==> src/rtl/usb_frame_pkg.sv <==
// Shared types and constants for the USB frame packer: FSM state encoding,
// default sync bytes and the fixed header length.
package usb_frame_pkg;

    typedef enum logic [2:0] {
        ST_IDLE    = 3'd0,
        ST_SYNC0   = 3'd1,
        ST_SYNC1   = 3'd2,
        ST_CNT_HI  = 3'd3,
        ST_CNT_LO  = 3'd4,
        ST_PAYLOAD = 3'd5,
        ST_CSUM    = 3'd6
    } state_t;

    localparam logic [7:0] SYNC0_DEFAULT = 8'hA5;
    localparam logic [7:0] SYNC1_DEFAULT = 8'h5A;

    // Sync bytes plus the big-endian 16-bit frame counter.
    localparam int unsigned HDR_BYTES = 4;

endpackage

==> src/rtl/usb_byte_slot.sv <==
// Single-entry registered output stage. A byte is accepted only while the
// slot is free; valid drops only when the consumer reads with nothing new loaded.
module usb_byte_slot (
    input  logic       CLK,
    input  logic       rstn,
    input  logic       load_i,
    input  logic [7:0] data_i,
    input  logic       out_rd_i,
    output logic       out_valid_o,
    output logic [7:0] out_data_o,
    output logic       slot_free_o
);

    logic       valid_q, valid_d;
    logic [7:0] data_q, data_d;

    assign slot_free_o = !valid_q || out_rd_i;

    always_comb begin
        valid_d = valid_q;
        data_d  = data_q;
        if (load_i && slot_free_o) begin
            valid_d = 1'b1;
            data_d  = data_i;
        end else if (out_rd_i) begin
            valid_d = 1'b0;
        end
    end

    always_ff @(posedge CLK or negedge rstn) begin
        if (!rstn) begin
            valid_q <= 1'b0;
            data_q  <= 8'h00;
        end else begin
            valid_q <= valid_d;
            data_q  <= data_d;
        end
    end

    assign out_valid_o = valid_q;
    assign out_data_o  = data_q;

endmodule

==> src/rtl/usb_frame_packer.sv <==
// Frames FFT result bytes for the FTDI writer: two sync bytes, a 16-bit frame
// counter, FRAME_BYTES payload bytes and an optional XOR checksum.
module usb_frame_packer
    import usb_frame_pkg::*;
#(
    parameter int unsigned FRAME_BYTES = 4096,
    parameter logic [7:0]  SYNC0       = SYNC0_DEFAULT,
    parameter logic [7:0]  SYNC1       = SYNC1_DEFAULT,
    parameter bit          CSUM_EN     = 1'b1
) (
    input  logic        CLK,
    input  logic        rstn,
    input  logic        enable,
    input  logic [7:0]  in_data,
    input  logic        in_valid,
    output logic        in_rd,
    output logic [7:0]  out_data,
    output logic        out_valid,
    input  logic        out_rd,
    output logic        busy,
    output logic [15:0] frame_cnt
);

    localparam int unsigned IW = $clog2(FRAME_BYTES + 1);
    localparam logic [IW-1:0] LAST_IDX = IW'(FRAME_BYTES - 1);

    state_t        state_q, state_d;
    logic [15:0]   cnt_q, cnt_d;
    logic [7:0]    csum_q, csum_d;
    logic [IW-1:0] idx_q, idx_d;

    logic          load;
    logic [7:0]    load_data;
    logic          slot_free;

    usb_byte_slot u_slot (
        .CLK         (CLK),
        .rstn        (rstn),
        .load_i      (load),
        .data_i      (load_data),
        .out_rd_i    (out_rd),
        .out_valid_o (out_valid),
        .out_data_o  (out_data),
        .slot_free_o (slot_free)
    );

    // Every non-idle state advances only on the cycle its byte enters the slot.
    always_comb begin
        state_d   = state_q;
        cnt_d     = cnt_q;
        csum_d    = csum_q;
        idx_d     = idx_q;
        load      = 1'b0;
        load_data = 8'h00;
        in_rd     = 1'b0;
        case (state_q)
            ST_IDLE: begin
                if (enable && in_valid) begin
                    state_d = ST_SYNC0;
                end
            end
            ST_SYNC0: begin
                if (slot_free) begin
                    load      = 1'b1;
                    load_data = SYNC0;
                    state_d   = ST_SYNC1;
                end
            end
            ST_SYNC1: begin
                if (slot_free) begin
                    load      = 1'b1;
                    load_data = SYNC1;
                    state_d   = ST_CNT_HI;
                end
            end
            ST_CNT_HI: begin
                if (slot_free) begin
                    load      = 1'b1;
                    load_data = cnt_q[15:8];
                    csum_d    = cnt_q[15:8];
                    state_d   = ST_CNT_LO;
                end
            end
            ST_CNT_LO: begin
                if (slot_free) begin
                    load      = 1'b1;
                    load_data = cnt_q[7:0];
                    csum_d    = csum_q ^ cnt_q[7:0];
                    idx_d     = '0;
                    state_d   = ST_PAYLOAD;
                end
            end
            ST_PAYLOAD: begin
                if (slot_free && in_valid) begin
                    in_rd     = 1'b1;
                    load      = 1'b1;
                    load_data = in_data;
                    csum_d    = csum_q ^ in_data;
                    idx_d     = idx_q + 1'b1;
                    if (idx_q == LAST_IDX) begin
                        if (CSUM_EN) begin
                            state_d = ST_CSUM;
                        end else begin
                            state_d = ST_IDLE;
                            cnt_d   = cnt_q + 16'd1;
                        end
                    end
                end
            end
            ST_CSUM: begin
                if (!CSUM_EN) begin
                    state_d = ST_IDLE;
                end else if (slot_free) begin
                    load      = 1'b1;
                    load_data = csum_q;
                    state_d   = ST_IDLE;
                    cnt_d     = cnt_q + 16'd1;
                end
            end
            default: begin
                state_d = ST_IDLE;
            end
        endcase
    end

    always_ff @(posedge CLK or negedge rstn) begin
        if (!rstn) begin
            state_q <= ST_IDLE;
            cnt_q   <= 16'h0000;
            csum_q  <= 8'h00;
            idx_q   <= '0;
        end else begin
            state_q <= state_d;
            cnt_q   <= cnt_d;
            csum_q  <= csum_d;
            idx_q   <= idx_d;
        end
    end

    assign busy      = (state_q != ST_IDLE);
    assign frame_cnt = cnt_q;

endmodule
==> config.mk <==
export PLATFORM = sky130hd
export DESIGN_NAME = usb_frame_packer
export DESIGN_NICKNAME = d
export VERILOG_FILES = /design/src/rtl/usb_frame_pkg.sv /design/src/rtl/usb_byte_slot.sv /design/src/rtl/usb_frame_packer.sv
export SDC_FILE = /design/constraint.sdc
export NUM_CORES = 1
export LEC_CHECK = 0
export CAP_MARGIN = 10
export CORE_ASPECT_RATIO = 0.75
export CORE_UTILIZATION = 50
export DETAILED_ROUTE_END_ITERATION = 8
export HOLD_SLACK_MARGIN = 0.03
export PLACE_DENSITY = 0.74
export REMOVE_ABC_BUFFERS = 1
export SYNTH_ARGS = -nofsm -noshare
export SYNTH_HDL_FRONTEND = slang
export SYNTH_SLANG_ARGS = --single-unit
==> constraint.sdc <==
create_clock -name CLK -period 1.9 [get_ports CLK]
set_input_delay 0.38 -clock CLK [delete_from_list [all_inputs] [get_ports CLK]]
set_output_delay 0.38 -clock CLK [all_outputs]
set_load 0.03 [all_outputs]
==> impl_results.md, run 1 <==
- Fraction of layout cells with a size suffix above 1: 17.68%
- Fin. max-slew vios: 0
- # rows: 23
- Initial Utilization: 51.96%
- ANT nets after route: 0
- First-pass GRT wire length: 12400 um
- Antenna violations before repair: 0
- CP max stage delay: 0.71 ns
- Post-synth EDFFs: 0
- CTS root buf: clkbuf_8
- DP Area: 0.003507 sq mm
- Vias in the first global route: 2513
- Diodes inserted: 0
- Crit-path slowest cell: clkdlybuf4s50_1
- Pwr dens: 665.5 mW/mm^2
- WP data required: 1.52 ns
- Final Non-Filler Cells: 437
- Iter 0 DRT Violations: 232
- Ys async rst share: 100.0%
- Chip Height: 66.59 um
- Layout Skew: 0.007847 ns
- TritonCTS clock tree: yes
- Placed Instances: 428
- Mapped Cells: 291
- Tightest Pin Transition: 0.6087 ns
- Clk sinks: 49
- Synth Cell Area: 0.002781 sq mm
- Synth unique cells: 44
- Top delay family on crit path: buffers and inverters
- Insertion delay to the later sink of the worst-skew pair: 0.31 ns
- Routed WL per cell: 17.70 um
- Routability cong.: 0.8576
- Max-cap violations: 0
- Hpwl dp: 5591 um
- Via density: 6.071
- Worst Path Buf+Inv: 1
- Hold bufs inserted after CTS: 0
- Main synth FF type: dfrtp_1
- Final hold vios: 0
- Part of the cycle the worst path needs: 98.08%
- I/O pins: 40
- Worst hold path type: in -> async
- Minimum hold slack: 0.06310 ns
- Via count: 2653
- Static Leak: 1.631 nW
- Die W: 88.12 um
- Area growth syn-to-layout: 31.22%
- Largest net degree at the start of global routing: 25
- Number of H-tree levels: 2
- Critical path type: reg -> out
- Worst-path fanout max: 5
- Post-route DRC violation count: 0
- Port-buffer cells: 39
- Layout Nets: 377
- Crit end category: primary output
- Global route total overflow: 0
- Fin area: 0.003650 sq mm
- Core area: 0.005353 sq mm
- Clock Path Buffers: 2
- Ys Warns: 0
- Avg Inst Size Synth: 9.558 sq um
- Crit start category: flop
- Register area share after synthesis: 44.08%
- Tot GR Track Use: 28.62%
- 1st-pass router iterations: 5
- Yosys reg bits: 49
- Crit path time final: 1.864 ns
- Worst-path cell chain: clkdlybuf4s50_1
- Max_slew headroom: 59.27%
- Clock slew at reported path FFs: 0.09 ns
- Status: finished clean
- Max IR drop VDD: 0.0004730 V
- CTS Buf Count: 5
- DIE AREA: 0.005868 sq mm
- Setup TNS Final: 0 ns
- Worst path arrival time: 1.48 ns
- Overall routed net length: 7737 um
- Highest Clock Rate: 536.6 MHz
- Setup Viol. Count Final: 0
==> power by group <==
part           internal, mW  leakage, nW  total [mW]  switching (mW)
Sequential             1.16        0.614        1.28           0.119
Combinational         0.246        0.973       0.505           0.260
Clock                 0.289       0.0433       0.645           0.357
==> cells in the final DEF (no fill, tap or decap), drive strengths merged, types with 12 or more instances in the layout <==
cell / n
a2bb2oi: 12
buf: 45
clkdlybuf4s50: 27
dfrtp: 49
mux2i: 13
nand2: 33
o21ai: 15
o22ai: 13
xnor2: 13
==> layer usage <==
metal | part of all wire [%] | GRT usage, % | vias up
met5 | 0 | 0 | -
met4 | 1.1 | 8.468 | 0
met3 | 7.4 | 4.957 | 9
met2 | 46 | 45.35 | 113
met1 | 45 | 40.14 | 1296
li1 | - | - | 1235
==> path summary, 6_finish.rpt <==
kind | start | endpoint | slack [ns] | cells past startpoint
max | frame_cnt[4]$_DFFE_PN0P_ | frame_cnt[4] | 0.04 | 1
min | rstn | u_slot.out_data_o[7]$_DFFE_PN0P_ | 0.06 | 1
max reg2reg | state_q[1]$_DFFE_PN0P_ | idx_q[10]$_DFFE_PN0P_ | 0.07 | 5
min reg2reg | u_slot.out_data_o[1]$_DFFE_PN0P_ | u_slot.out_data_o[1]$_DFFE_PN0P_ | 0.53 | 2
max in group asynchronous | rstn | csum_q[3]$_DFFE_PN0P_ | 1.19 | 2
min in group CLK | u_slot.out_data_o[1]$_DFFE_PN0P_ | u_slot.out_data_o[1]$_DFFE_PN0P_ | 0.53 | 2
==> Yosys cell counts (2+ instances only) <==
library cell	number	area, sq um
or4_1	5	37.54
nor2_1	11	41.29
a22o_1	2	17.52
ha_1	2	25.02
xnor2_1	13	113.9
buf_4	3	22.52
nand2b_1	5	31.28
nand4_1	11	68.82
mux2i_1	13	130.1
a31oi_1	2	12.51
o211ai_1	5	37.54
and3_1	4	25.02
and4_1	2	17.52
nand3_1	10	50.05
a211oi_1	9	67.56
mux2_2	2	22.52
o22ai_1	13	81.33
a2bb2oi_1	12	105.1
clkbuf_1	11	41.29
and2_1	3	18.77
nor2b_1	6	37.54
xor2_1	2	17.52
a22oi_1	8	60.06
o31ai_1	4	30.03
and3b_1	2	17.52
nand2_1	33	123.9
inv_1	5	18.77
a21oi_1	9	45.04
dfrtp_1	49	1226
buf_2	4	20.02
nor4_1	2	12.51
nor3_2	2	20.02
or3_1	2	12.51
o21ai_0	15	75.07
==> final cells by class <==
type	instances	area, sq um
clock buffer	6	82.58
sequential	49	1227
inverter	5	18.77
timing repair buffer	82	752.0
fill	446	1703
clock inverter	1	7.507
tap	75	93.84
multi-input combinational	219	1468
==> state kept, by name (all words and copies together), names as in the netlist <==
signal	flops
frame_cnt	16
u_slot.out_valid_o	1
csum_q	8
u_slot.out_data_o	8
state_q	3
idx_q	13
==> cell families (layout without fill, tap and decap cells) <==
group	count (synthesis)	count (layout)	synth area share, %
and+or+nand+nor	103	103	20.33
buffers and inverters	23	94	3.689
xor gates and xnor gates	15	15	4.723
muxes	15	15	5.488
adders and majority gates	2	2	0.8995
DFF	49	49	44.08
AOI/OAI and AO/OA	84	84	20.78
==> per-stage QoR <==
step                worst slack (ns)  power, mW  utilization (%)
finish                       0.03646      2.429            68.19
global route                -0.01164      2.531            68.19
detailed placement          -0.09772      1.789            65.52
CTS                         0.003335      2.425            67.34
global placement            -0.08876      1.768            65.52
floorplan                    -0.4687      1.555                -
==> repair_timing <==
item,in CTS,in global routing
endpoints found under the setup margin,4,11
pin swaps,0,2
resized for setup,4,16
setup buffers,1,1
No activity file was read; power rests on OpenSTA's default activity.
==> inputs of run 2 (changes only) <==
- CTS_CLUSTER_SIZE: default -> 10
==> results of run 2 <==
No change in the layout: final DEF, timing and power equal those of run 1.
==> inputs of run 3 (changes only) <==
- CAP_MARGIN: 10 -> default
- CTS_BUF_LIST: default -> sky130_fd_sc_hd__clkbuf_16
- CTS_CLUSTER_SIZE: 10 -> default
==> impl_results.md, run 3 (synthesis gave the netlist of run 1 again) <==
- Final hold vios: 0 (unchanged)
- Crit end category: primary output (unchanged)
- Tot GR Track Use: 28.72% (was 28.62%)
- Insertion delay to the later sink of the worst-skew pair: 0.29 ns (was 0.31 ns)
- Crit-path slowest cell: clkdlybuf4s50_1 (unchanged)
- Part of the cycle the worst path needs: 97.50% (was 98.08%)
- Worst-path fanout max: 5 (unchanged)
- Max_slew headroom: 52.86% (was 59.27%)
- Antenna violations before repair: 0 (unchanged)
- Pwr dens: 717.6 mW/mm^2 (was 665.5 mW/mm^2)
- Worst hold path type: in -> async (unchanged)
- Core area: 0.005353 sq mm (unchanged)
- CTS Buf Count: 5 (unchanged)
- Post-route DRC violation count: 0 (unchanged)
- Layout Nets: 378 (was 377)
- Placement Setup Slack: -0.09772 ns (unchanged)
- Worst-path cell chain: clkdlybuf4s50_1 (unchanged)
- CP max stage delay: 0.72 ns (was 0.71 ns)
- # rows: 23 (unchanged)
- Worst path arrival time: 1.47 ns (was 1.48 ns)
- ANT nets after route: 0 (unchanged)
- Clock Path Buffers: 2 (unchanged)
- Crit path time final: 1.853 ns (was 1.864 ns)
- Hpwl dp: 5591 um (unchanged)
- Number of H-tree levels: 2 (unchanged)
- Clock slew at reported path FFs: 0.07 ns (was 0.09 ns)
- Max IR drop VDD: 0.0004275 V (was 0.0004730 V)
- R2r startpoint: state_q[1]$_DFFE_PN0P_ (unchanged)
- RSZ-0062 raised after global routing: no
- Max-cap violations: 0 (unchanged)
- Multi-input gate area: 0.001468 sq mm (unchanged)
- Setup TNS Final: 0 ns (unchanged)
- Static Leak: 1.598 nW (was 1.631 nW)
- First-pass GRT wire length: 12440 um (was 12400 um)
- Most frequent cells in the layout: 49 x dfrtp_1, 41 x buf_4, 33 x nand2_1 (was 48 x dfrtp_1, 39 x buf_4, 33 x nand2_1)
- Routed WL per cell: 17.77 um (was 17.70 um)
- Global route total overflow: 0 (unchanged)
- Pwr Total: 2.652 mW (was 2.429 mW)
- Clk sinks: 49 (unchanged)
- Crit start category: flop (unchanged)
- Hold bufs inserted after CTS: 0 (unchanged)
- Crit. path cell count: 1 (unchanged)
- Via density: 6.121 (was 6.071)
- Fraction of layout cells with a size suffix above 1: 17.08% (was 17.68%)
- WP data required: 1.52 ns (about the same)
- Iter 0 DRT Violations: 194 (was 232)
- Setup slack, reg-to-reg: 0.06 ns (was 0.07 ns)
- Final Util: 69.03% (was 68.19%)
- Critical Path Sink: frame_cnt[13] (was frame_cnt[4])
- Vias in the first global route: 2510 (was 2513)
- Commonest non-fill, non-tap cell in the layout: dfrtp_1 (unchanged)
- Die W: 88.12 um (unchanged)
- Area growth syn-to-layout: 32.84% (was 31.22%)
- Minimum hold slack: 0.08466 ns (was 0.06310 ns)
- Tightest Pin Transition: 0.7045 ns (was 0.6087 ns)
- Largest net degree at the start of global routing: 25 (unchanged)
- Setup Viol. Count Final: 0 (unchanged)
- Worst Path Buf+Inv: 1 (unchanged)
- Layout Skew: 0.006243 ns (was 0.007847 ns)
- FF+latch area: 0.001226 sq mm (was 0.001227 sq mm)
- Routability cong.: 0.8576 (unchanged)
- Largest register FFs: 16 (unchanged)
- Fillers: 440 (was 446)
- TritonCTS clock tree: yes (unchanged)
- Top delay family on crit path: buffers and inverters (unchanged)
- Initial Utilization: 51.96% (unchanged)
- R2r worst-path depth: 5 (unchanged)
- CTS root buf: clkbuf_16 (was clkbuf_8)
- DIE AREA: 0.005868 sq mm (unchanged)
- Status: finished clean (unchanged)
- I/O pins: 40 (unchanged)
- Highest Clock Rate: 539.8 MHz (was 536.6 MHz)
- Chip Height: 66.59 um (unchanged)
- Fin. max-slew vios: 0 (unchanged)
- Diodes inserted: 0 (unchanged)
- Worst setup path startpoint: frame_cnt[13]$_DFFE_PN0P_ (was frame_cnt[4]$_DFFE_PN0P_)
- Final Worst Setup Slack: 0.04750 ns (was 0.03646 ns)
- Overall routed net length: 7785 um (was 7737 um)
- Via count: 2681 (was 2653)
- Port-buffer cells: 39 (unchanged)
- 1st-pass router iterations: 5 (unchanged)
- Critical path type: reg -> out (unchanged)
- Reg-to-reg endpoint: csum_q[6]$_DFFE_PN0P_ (was idx_q[10]$_DFFE_PN0P_)
-- run 3: cell types whose count changed in the layout (fill, tap and decap cells not counted) --
cell	delta
buf_4	+2
buf_6	-1
clkbuf_16	+5
clkbuf_2	-1
clkbuf_8	-6
clkdlybuf4s50_1	+3
clkinv_1	+1
dfrtp_1	+1
dfrtp_2	-1
dlygate4sd2_1	+1
dlymetal6s2s_1	-3
-- run 3: per-stage QoR --
step,cells,area [sq um]
6_report,438,3695
5_1_grt,438,3695
4_1_cts,437,3659
3_5_place_dp,428,3507
3_3_place_gp,428,3507
2_1_floorplan,273,2698
-- run 3: power by group --
part           internal (mW)  total, mW  switching, mW  leakage [nW]
registers               1.16       1.28          0.118         0.616
logic                  0.247      0.508          0.261         0.919
clock network          0.477      0.865          0.388        0.0633
-- run 3: worst min path at each step --
stage / depth (start not counted) / slack, ns / end
2_1_floorplan: 0 / 0.08 / csum_q[0]$_DFFE_PN0P_
3_3_place_gp: 1 / 0.41 / u_slot.out_data_o[7]$_DFFE_PN0P_
3_5_place_dp: 1 / 0.41 / u_slot.out_data_o[7]$_DFFE_PN0P_
4_1_cts: 1 / 0.11 / u_slot.out_data_o[7]$_DFFE_PN0P_
5_1_grt: 1 / 0.12 / u_slot.out_data_o[7]$_DFFE_PN0P_
6_report: 1 / 0.08 / u_slot.out_data_o[7]$_DFFE_PN0P_
-- run 3: final cells by class --
class	instances	area share, %
inverters	5	0.5080
multi-input cells	219	39.72
clock buffers	5	3.386
flip-flops and latches	49	33.19
well taps	75	2.540
clock inverters	2	0.3048
repair buffers	83	20.35
-- run 3: per-layer routing --
| layer | vias to the layer above | track usage, % | wire, um | share of wire (%) |
|---|---|---|---|---|
| met5 | - | 0 | 0 | 0 |
| met4 | 0 | 10.48 | 110 | 1.4 |
| met3 | 12 | 5.081 | 554 | 7.1 |
| met2 | 112 | 44.67 | 3557 | 46 |
| met1 | 1311 | 40.11 | 3563 | 46 |
| li1 | 1246 | - | - | - |
-- run 3: repair_timing --
item,CTS,global route
endpoints found under the setup margin,4,7
pin swaps,0,1
resized for setup,4,9
buffers inserted,2,1
